### config.mk
export PLATFORM = sky130hd
export DESIGN_NAME = mu_unit
export DESIGN_NICKNAME = d
export VERILOG_FILES = /design/src/rtl/mu_pkg.sv /design/src/rtl/mu_booth_pp_tree.sv /design/src/rtl/mu_unit.sv
export SDC_FILE = /design/constraint.sdc
export NUM_CORES = 2
export LEC_CHECK = 0
export CAP_MARGIN = 25
export CORE_UTILIZATION = 45
export CTS_BUF_LIST = sky130_fd_sc_hd__clkbuf_2
export CTS_CLUSTER_DIAMETER = 120
export DETAILED_ROUTE_END_ITERATION = 12
export HOLD_SLACK_MARGIN = 0.06
export SLEW_MARGIN = 15
export SYNTH_ARGS = -nofsm -noshare
export SYNTH_HDL_FRONTEND = slang
export SYNTH_SLANG_ARGS = --single-unit
### constraint.sdc
create_clock -name clk -period 9.7 [get_ports clk]
set_input_delay 2.91 -clock clk [delete_from_list [all_inputs] [get_ports clk]]
set_output_delay 2.91 -clock clk [all_outputs]
set_load 0.01 [all_outputs]
### src/rtl/mu_pkg.sv
// Shared definitions for the RV32M multiply unit: operation encodings,
// widths, pipeline depth and operand-extension helpers.
package mu_pkg;

  localparam int XLEN       = 32;
  localparam int MU_LATENCY = 3;

  localparam logic [1:0] MULCTL_MUL    = 2'b00;
  localparam logic [1:0] MULCTL_MULH   = 2'b01;
  localparam logic [1:0] MULCTL_MULHSU = 2'b10;
  localparam logic [1:0] MULCTL_MULHU  = 2'b11;

  typedef struct packed {
    logic [XLEN-1:0] a;
    logic [XLEN-1:0] b;
    logic [1:0]      ctl;
  } mu_op_t;

  // rs1 is treated as signed for everything except MULHU.
  function automatic logic [XLEN:0] ext_a(input logic [XLEN-1:0] a, input logic [1:0] ctl);
    return {(ctl != MULCTL_MULHU) & a[XLEN-1], a};
  endfunction

  // rs2 is signed only for MUL and MULH (ctl[1] clear).
  function automatic logic [XLEN:0] ext_b(input logic [XLEN-1:0] b, input logic [1:0] ctl);
    return {~ctl[1] & b[XLEN-1], b};
  endfunction

endpackage

### src/rtl/mu_booth_pp_tree.sv
// Combinational NxN signed radix-4 Booth partial-product generator with a
// carry-save reduction down to a sum/carry pair (exact modulo 2^PW).
module booth_pp_tree #(
  parameter int N  = 33,
  parameter int PW = 2 * N
) (
  input  logic [N-1:0]  x,
  input  logic [N-1:0]  y,
  output logic [PW-1:0] sum,
  output logic [PW-1:0] carry
);

  localparam int ND = (N + 2) / 2;  // Booth digits over y sign-extended to even width
  localparam int NR = ND + 1;       // digit rows plus one row of negation corrections

  logic [2*ND:0]  y_ext;
  logic [PW-1:0]  x_s;
  logic [PW-1:0]  x2_s;
  logic [ND-1:0]  neg;
  logic [PW-1:0]  rows [NR];
  logic [PW-1:0]  s_chain [NR-1];
  logic [PW-1:0]  c_chain [NR-1];

  assign y_ext = {{(2*ND-N){y[N-1]}}, y, 1'b0};
  assign x_s   = {{(PW-N){x[N-1]}}, x};
  assign x2_s  = x_s << 1;

  generate
    for (genvar gi = 0; gi < ND; gi++) begin : g_digit
      logic [2:0]    trip;
      logic          one;
      logic          two;
      logic [PW-1:0] mag;

      assign trip = y_ext[2*gi+2 : 2*gi];
      assign one  = trip[0] ^ trip[1];
      assign two  = (trip == 3'b011) | (trip == 3'b100);
      // 3'b111 encodes -0, so it must not request a +1 correction.
      assign neg[gi] = trip[2] & ~(trip[1] & trip[0]);
      assign mag  = one ? x_s : (two ? x2_s : '0);
      assign rows[gi] = (neg[gi] ? ~mag : mag) << (2 * gi);
    end
  endgenerate

  always_comb begin
    rows[NR-1] = '0;
    for (int i = 0; i < ND; i++) begin
      rows[NR-1][2*i] = neg[i];
    end
  end

  assign s_chain[0] = rows[0];
  assign c_chain[0] = rows[1];

  generate
    for (genvar gi = 1; gi < NR - 1; gi++) begin : g_csa
      assign s_chain[gi] = s_chain[gi-1] ^ c_chain[gi-1] ^ rows[gi+1];
      assign c_chain[gi] = ((s_chain[gi-1] & c_chain[gi-1]) |
                            (s_chain[gi-1] & rows[gi+1])    |
                            (c_chain[gi-1] & rows[gi+1])) << 1;
    end
  endgenerate

  assign sum   = s_chain[NR-2];
  assign carry = c_chain[NR-2];

endmodule

### src/rtl/mu_unit.sv
// Three-stage pipelined RV32M multiplier (MUL/MULH/MULHSU/MULHU):
// register operands, Booth/CSA reduce, then final add and high/low select.
module mu_unit
  import mu_pkg::*;
#(
  parameter int XLEN    = 32,
  parameter int LATENCY = 3
) (
  input  logic            clk,
  input  logic            rst,
  input  logic [XLEN-1:0] a,
  input  logic [XLEN-1:0] b,
  input  logic [1:0]      mulctl,
  output logic [XLEN-1:0] mulres
);

  generate
    if (XLEN != mu_pkg::XLEN || LATENCY != MU_LATENCY) begin : g_bad_param
      $error("mu_unit supports only XLEN=32 and LATENCY=3");
    end
  endgenerate

  // Only the low 64 bits of the 66-bit product can ever be selected, so the
  // reduction is carried out modulo 2^64.
  localparam int PW = 2 * XLEN;

  mu_op_t          op_reg;
  mu_op_t          op_next;
  logic [XLEN:0]   a_ext;
  logic [XLEN:0]   b_ext;
  logic [PW-1:0]   pp_sum;
  logic [PW-1:0]   pp_carry;
  logic [PW-1:0]   sum_reg;
  logic [PW-1:0]   carry_reg;
  logic [1:0]      ctl2_reg;
  logic [PW-1:0]   prod;
  logic [XLEN-1:0] mulres_reg;
  logic [XLEN-1:0] mulres_next;

  assign op_next = '{a: a, b: b, ctl: mulctl};

  always_ff @(posedge clk) begin
    if (rst) begin
      op_reg <= '0;
    end else begin
      op_reg <= op_next;
    end
  end

  assign a_ext = ext_a(op_reg.a, op_reg.ctl);
  assign b_ext = ext_b(op_reg.b, op_reg.ctl);

  booth_pp_tree #(
    .N  (XLEN + 1),
    .PW (PW)
  ) u_pp_tree (
    .x     (a_ext),
    .y     (b_ext),
    .sum   (pp_sum),
    .carry (pp_carry)
  );

  always_ff @(posedge clk) begin
    if (rst) begin
      sum_reg   <= '0;
      carry_reg <= '0;
      ctl2_reg  <= MULCTL_MUL;
    end else begin
      sum_reg   <= pp_sum;
      carry_reg <= pp_carry;
      ctl2_reg  <= op_reg.ctl;
    end
  end

  assign prod        = sum_reg + carry_reg;
  assign mulres_next = (ctl2_reg == MULCTL_MUL) ? prod[XLEN-1:0] : prod[PW-1:XLEN];

  always_ff @(posedge clk) begin
    if (rst) begin
      mulres_reg <= '0;
    end else begin
      mulres_reg <= mulres_next;
    end
  end

  assign mulres = mulres_reg;

endmodule

# Word level (Yosys, flattened, before mapping)

Index checks and enable logic that the tools add are counted.

Register bits after elaboration: 228
Input bits: 68
Output and inout port bits: 32
Logic and storage cells: 308

Add/subtract/negate cells: 1
Eq/ne operators: 34
Mux-type cells: 52
Bitwise gates (word level): 212
Reduce and logical (&&, ||, !) cells: 1

Operators by type and width:

| cell             | count |
|---|---|
| $and A63 B63 Y63 | 46 |
| $or A63 B63 Y63  | 32 |
| $xor A64 B64 Y64 | 31 |
| $mux W64         | 3 |
| $mux W62         | 3 |
| $mux W60         | 3 |
| $mux W58         | 3 |
| $mux W56         | 3 |
| $mux W54         | 3 |
| $mux W52         | 3 |
| $mux W50         | 3 |
| $mux W48         | 3 |
| $mux W46         | 3 |
| $mux W44         | 3 |
| $mux W32         | 4 |
| $and A63 B33 Y63 | 2 |
| $mux W42         | 3 |
| $mux W40         | 3 |
| $mux W38         | 3 |
| $mux W36         | 3 |
| $mux W34         | 3 |
| $add A64 B64 Y64 | 1 |
| $not A64 Y64     | 1 |
| $xor A64 B33 Y64 | 1 |
| 25 further kinds | 134 |

# Depth between registers and ports, before layout

Depth in word-level cells: 54
Gate-level depth with buffers: 31
Depth with buffers taken out: 28

# By module

A second synthesis with hierarchy kept.

Cell total of the unflattened synthesis: 4,151
Area, all modules: 38,988.6 µm²

Modules (own cells, without submodules):

| module        | times used | cells an instance | area each (µm²) | sequential area each (µm²) |
|---|---|---|---|---|
| booth_pp_tree | 1          | 3,084             | 28,989.1        | 0.0 |
| mu_unit       | 1          | 1,067             | 9,999.6         | 4,564.4 |

# Least setup slack after synthesis

OpenSTA, ideal clock, no wires.

Path type: flip-flop to flip-flop
Start point: reg op_reg, in the netlist b_ext[1]
End point: reg sum_reg[63]
Setup time: 128 ps
Data arrival time: 10,538 ps
Data required time: 9,572 ps
Slack: -965 ps
Cell stages (with the launch flop): 31
Buffers on the path: 3
Path through: dfxtp_1 > clkbuf_1 > clkinv_1 > clkbuf_1 > ha_1 > clkbuf_1 > nand2_1 > a21oi_1 > a21oi_1 > xnor2_1 > xnor2_1 > fa_1 > fa_1 > fa_1 > fa_1 > fa_1 > fa_1 > fa_1 > fa_1 > fa_1 > fa_1 > fa_1 > fa_1 > inv_1 > fa_1 > fa_1 > xor2_1 > xnor2_1 > xnor2_1 > xnor2_1 > nor2_1

Cells in the longest elaborated chain, start to end: 53
Elaborated cells on any way between the ends: 123

Ends and longest elaborated chain:

| element                                      | line                   | source |
|---|---|---|
| from (decl)                                  | mu_unit.sv:27          | `mu_op_t op_reg;` |
| from (signal assigned)                       | mu_unit.sv:46          | `op_reg <= op_next;` |
| $eq A3 B2 Y1 or $eq A3 B3 Y1 (tied branches) | mu_booth_pp_tree.sv:37 | `assign two = (trip == 3'b011) \| (trip == 3'b100);` |
| $or A1 B1 Y1                                 | mu_booth_pp_tree.sv:37 |  |
| $mux W62 (2 in series)                       | mu_booth_pp_tree.sv:40 | `assign mag = one ? x_s : (two ? x2_s : '0);` |
| $not A62 Y62                                 | mu_booth_pp_tree.sv:41 | `assign rows[gi] = (neg[gi] ? ~mag : mag) << (2 * gi);` |
| $mux W62                                     | mu_booth_pp_tree.sv:41 |  |
| $and A63 B63 Y63                             | mu_booth_pp_tree.sv:58 | `assign c_chain[gi] = ((s_chain[gi-1] & c_chain[gi-1]) \|` |
| $or A63 B63 Y63                              | mu_booth_pp_tree.sv:58 |  |
| $or A63 B63 Y63                              | mu_booth_pp_tree.sv:59 | `(s_chain[gi-1] & rows[gi+1]) \|` |
| [36 not listed]                              | --                     |  |
| $and A63 B63 Y63                             | mu_booth_pp_tree.sv:58 |  |
| $or A63 B63 Y63                              | mu_booth_pp_tree.sv:58 |  |
| $or A63 B63 Y63                              | mu_booth_pp_tree.sv:59 |  |
| $and A63 B63 Y63                             | mu_booth_pp_tree.sv:58 |  |
| $or A63 B63 Y63                              | mu_booth_pp_tree.sv:58 |  |
| $or A63 B63 Y63                              | mu_booth_pp_tree.sv:59 |  |
| $xor A64 B64 Y64 (*)                         | mu_booth_pp_tree.sv:57 | `assign s_chain[gi] = s_chain[gi-1] ^ c_chain[gi-1] ^ rows[gi+1];` |
| $xor A64 B33 Y64 (*)                         | mu_booth_pp_tree.sv:57 |  |
| to (signal assigned)                         | mu_unit.sv:69          | `sum_reg <= pp_sum;` |
| to (decl)                                    | mu_unit.sv:33          | `logic [PW-1:0] sum_reg;` |

Every way passes the cells marked *; elsewhere a longest branch is shown, timed or not.
A chain may end at the register's enable or synchronous reset.

# Worst setup path in the final report

Start point: reg op_reg[1] in the netlist's numbering
End point: reg sum_reg[38]

Cells in the longest elaborated chain, start to end: 43
Elaborated cells on any way between the ends: 137

Ends and longest elaborated chain:

| element                                                 | line                                           | source |
|---|---|---|
| $ne A2 B2 Y1                                            | mu_pkg.sv:21                                   | `return {(ctl != MULCTL_MULHU) & a[XLEN-1], a};` |
| $and A1 B1 Y1                                           | mu_pkg.sv:21                                   |  |
| $mux W64                                                | mu_booth_pp_tree.sv:40                         |  |
| $mux W64 or $not A64 Y64 (tied branches)                | mu_booth_pp_tree.sv:40, mu_booth_pp_tree.sv:41 |  |
| $not A64 Y64 or $mux W64 (tied branches)                | mu_booth_pp_tree.sv:41                         |  |
| $mux W64 (tied with other cells)                        | mu_booth_pp_tree.sv:41                         |  |
| $and A63 B63 Y63 (tied with other cells)                | mu_booth_pp_tree.sv:58                         |  |
| $or A63 B63 Y63 (tied with other cells)                 | mu_booth_pp_tree.sv:58                         |  |
| [11 not listed]                                         | --                                             |  |
| $or A63 B63 Y63 (tied with other cells)                 | mu_booth_pp_tree.sv:58                         |  |
| $or A63 B63 Y63 (tied with other cells)                 | mu_booth_pp_tree.sv:59                         |  |
| $xor A64 B64 Y64 (tied with other cells) (18 in series) | mu_booth_pp_tree.sv:57                         |  |
| $xor A64 B64 Y64 or $or A63 B63 Y63 (tied branches)     | mu_booth_pp_tree.sv:57, mu_booth_pp_tree.sv:58 |  |
| $xor A64 B64 Y64 or $or A63 B63 Y63 (tied branches)     | mu_booth_pp_tree.sv:57, mu_booth_pp_tree.sv:59 |  |
| $xor A64 B64 Y64 (*)                                    | mu_booth_pp_tree.sv:57                         |  |
| $xor A64 B33 Y64 (*)                                    | mu_booth_pp_tree.sv:57                         |  |
| net pp_sum[38]                                          | mu_unit.sv:31                                  | `logic [PW-1:0] pp_sum;` |

Mark *: on every way through the listed nets, which the timed path passes. The rest lies on a longest branch.

==> results.ini <==
[outcome]
run_status = finished, final reports clean

[clocking]
ctsHoldBuffers = 0
cts_tree = yes
clock_path_buffers = 3
clkSinkCount = 219
h-tree-depth = 3
cts_root_buffer = clkbuf_2
clock_latency_ns = 1.10
numCtsBuffers = 67
clkTransAtPathRegs_ns = 0.11

[sta]
maxSlewHeadroom_pct = 31.4
tightest_slew_ns = 1.03
fin_crit_ns = 9.43
max_freq_mhz = 106
min_period_over_period_pct = 97.3
finalHoldViolCount = 0
drv_slew = 0
setup_ws_ns = 0.266
setup_viol = 0
skew_ns = 0.135
rsz0062_at_grt = yes

[route]
wl_met2_mm = 48.4
first_pass_iters = 6
num_vias = 26000
drt-wirelength-per-cell_um = 22.4
routed_wl_mm = 102
drtIter0Drc = 1906
drt_drc_violations_left = 0
drtAntennaViolNets = 0
dr.max_layer_used = met5
drt-met1-wl_mm = 45.7
wl_met3_mm = 4.93
viasPerCell = 5.71

[logic_synthesis]
synth_edf_count = 0
synth_async_sr_flop_share_pct = 0
synth_largest_area_cell = fa_1
netlist_area_um2 = 34200
synthCells = 3604
synth_ff_type = dfxtp_1
yosys.area.top_type_share_pct = 29.8
avgSynthCellArea_um2 = 9.50
synth.distinct_cells = 72
syn-num-nets = 4449
synth-seq-area-share_pct = 12.8
ys_ff_latch = 219
ys_top_cells_by_area = fa_1 (30%), dfxtp_1 (13%), xnor2_1 (12%)
ys_warn_count = 0

[min_path]
hold_end = ctl2_reg[0]
min-delay-start = op_reg[0]
hold_depth = 1
hp-class = flop to flop

[finish]
fin_nets = 4380
layout_commonest_cell = fa_1
layout_common_cells = fa_1 (496), xnor2_1 (467), a22oi_1 (466), inv_1 (267), ha_1 (264)
drive_gt1_share_pct = 8.56
area_growth_pct = 7.78
fillers = 7116
largest_reg_flops = 64
postLayoutCoreUtil_pct = 49.3

[setup_path]
path_class = flop to flop
rrSetupSlack_ns = 0.27
r2r-end = sum_reg[38]
r2r-start = op_reg[1]
crit_required_ns = 10.60
ff2ff_path_depth = 24
cp.arrival_ns = 10.34
endpoint_kind = flop
crit_start = op_reg[1]
cp_max_fo = 34
start_kind = flop

[global_route]
grtUsageTotal_pct = 26.4
grt-ovfl-total = 0
grt_pass1_wl_mm = 160
antenna_found_initial = 3
grt_max_degree = 73
grt_pass1_vias = 26800

[placed_design]
pre_cts_ws_ns = 0.0564
gp_congestion = 0.964
io_buffers = 99
dp_hpwl_mm = 80.8

[floorplan]
row_count = 100
pin_count = 100
start_util_pct = 45.8
die_area_um2 = 77200
die_y_um = 278
core_area_um2 = 74800
die_x_um = 278

[flow_run]
cap_violations = 0

## Yosys cell counts, types with 3 or more instances
cell type and n:
o31ai_1 28, o21ai_1 7, a31o_2 4, inv_1 268, and2_1 6, nor2b_1 175, a22oi_1 466, a21oi_1 122
o211ai_1 3, nand3_1 25, o22ai_1 14, a211o_1 3, ha_1 268, buf_2 8, fa_1 509, clkbuf_1 306
dfxtp_1 219, o221ai_1 4, or3_1 3, nand2b_1 16, o21bai_1 13, nand4_1 21, nor2_1 94, o31a_1 3
o21ai_0 86, inv_2 6, and3_1 39, nor3_1 11, xnor2_1 469, a31oi_1 19, a21o_1 23, nand2_1 118
o21a_1 8, buf_1 45, maj3_1 5, a211oi_1 13, xor2_1 114, mux2i_1 17
## how the worst max path moves through the flow
stage	endpoint	slack, ns	cells past startpoint
5_1_grt	sum_reg[63]	-0.05	27
3_5_place_dp	sum_reg[63]	0.06	27
6_report	sum_reg[38]	0.27	24
2_1_floorplan	sum_reg[63]	-0.32	30
4_1_cts	sum_reg[63]	0.06	27
3_3_place_gp	sum_reg[63]	0.10	27
## routing by layer
layer | GRT usage, % | vias up
met5 | 0 | -
met1 | 35.7 | 13100
met4 | 8.94 | 4
met3 | 3.06 | 155
li1 | - | 12000
met2 | 43.9 | 791
## worst max-delay path, cell delays in order, from the launching register on
cell	delay (ns)
dfxtp_1	0.33
buf_4	0.33
and2_1	0.23
buf_4	0.28
a21oi_1	0.11
nor2_1	0.09
a21oi_1	0.09
maj3_1	0.44
fa_1	0.43
fa_1	0.54
fa_1	0.45
fa_1	0.61
fa_1	0.47
fa_1	0.53
fa_1	0.44
fa_1	0.53
fa_1	0.46
fa_1	0.53
fa_1	0.47
fa_1	0.50
inv_1	0.05
fa_1	0.50
fa_1	0.43
ha_1	0.29
nor2b_1	0.15
## per-stage QoR
stage	cells	area, um^2	TNS, ns	hold slack [ns]
finish	4557	36900	0	0.429
global route	4557	36900	-0.0511	0.448
CTS	4550	36800	0	0.438
detailed placement	4429	36100	0	0.472
global placement	4429	36100	0	0.472
floorplan	3604	34300	-0.977	0.401
## cell type report
type | count | area [um^2] | share of cell area, %
Sequential cell | 219 | 4390 | 11.9
Multi-Input combinational cell | 2750 | 27600 | 74.8
Timing Repair Buffer | 222 | 1950 | 5.27
Tap cell | 969 | 1210 | 3.29
Clock buffer | 86 | 430 | 1.17
Inverter | 275 | 1040 | 2.81
Clock inverter | 35 | 262 | 0.709
Antenna cell | 1 | 2.50 | 0.00678
## cell families (layout without fill, tap and decap cells)
logic type,Yosys count,count (layout),synth area share [%]
compound gates,847,847,17.1
fa+ha+maj,782,782,39.7
buf+inv,635,618,7.00
xor+xnor,583,583,14.9
simple gates,519,519,7.89
flops,219,219,12.8
mux,18,18,0.530
other cells,1,2,0.0110
## timing repair
item                                    in CTS  in global routing
endpoints found under the setup margin       0                 20
hold endpoints to repair                     0                  0
buffers inserted                             0                  5
resized for setup                            0                 13
Power is left out: the tool's default activity adds up to more than one toggle a clock period on the data nets, which glitch-free logic cannot reach.
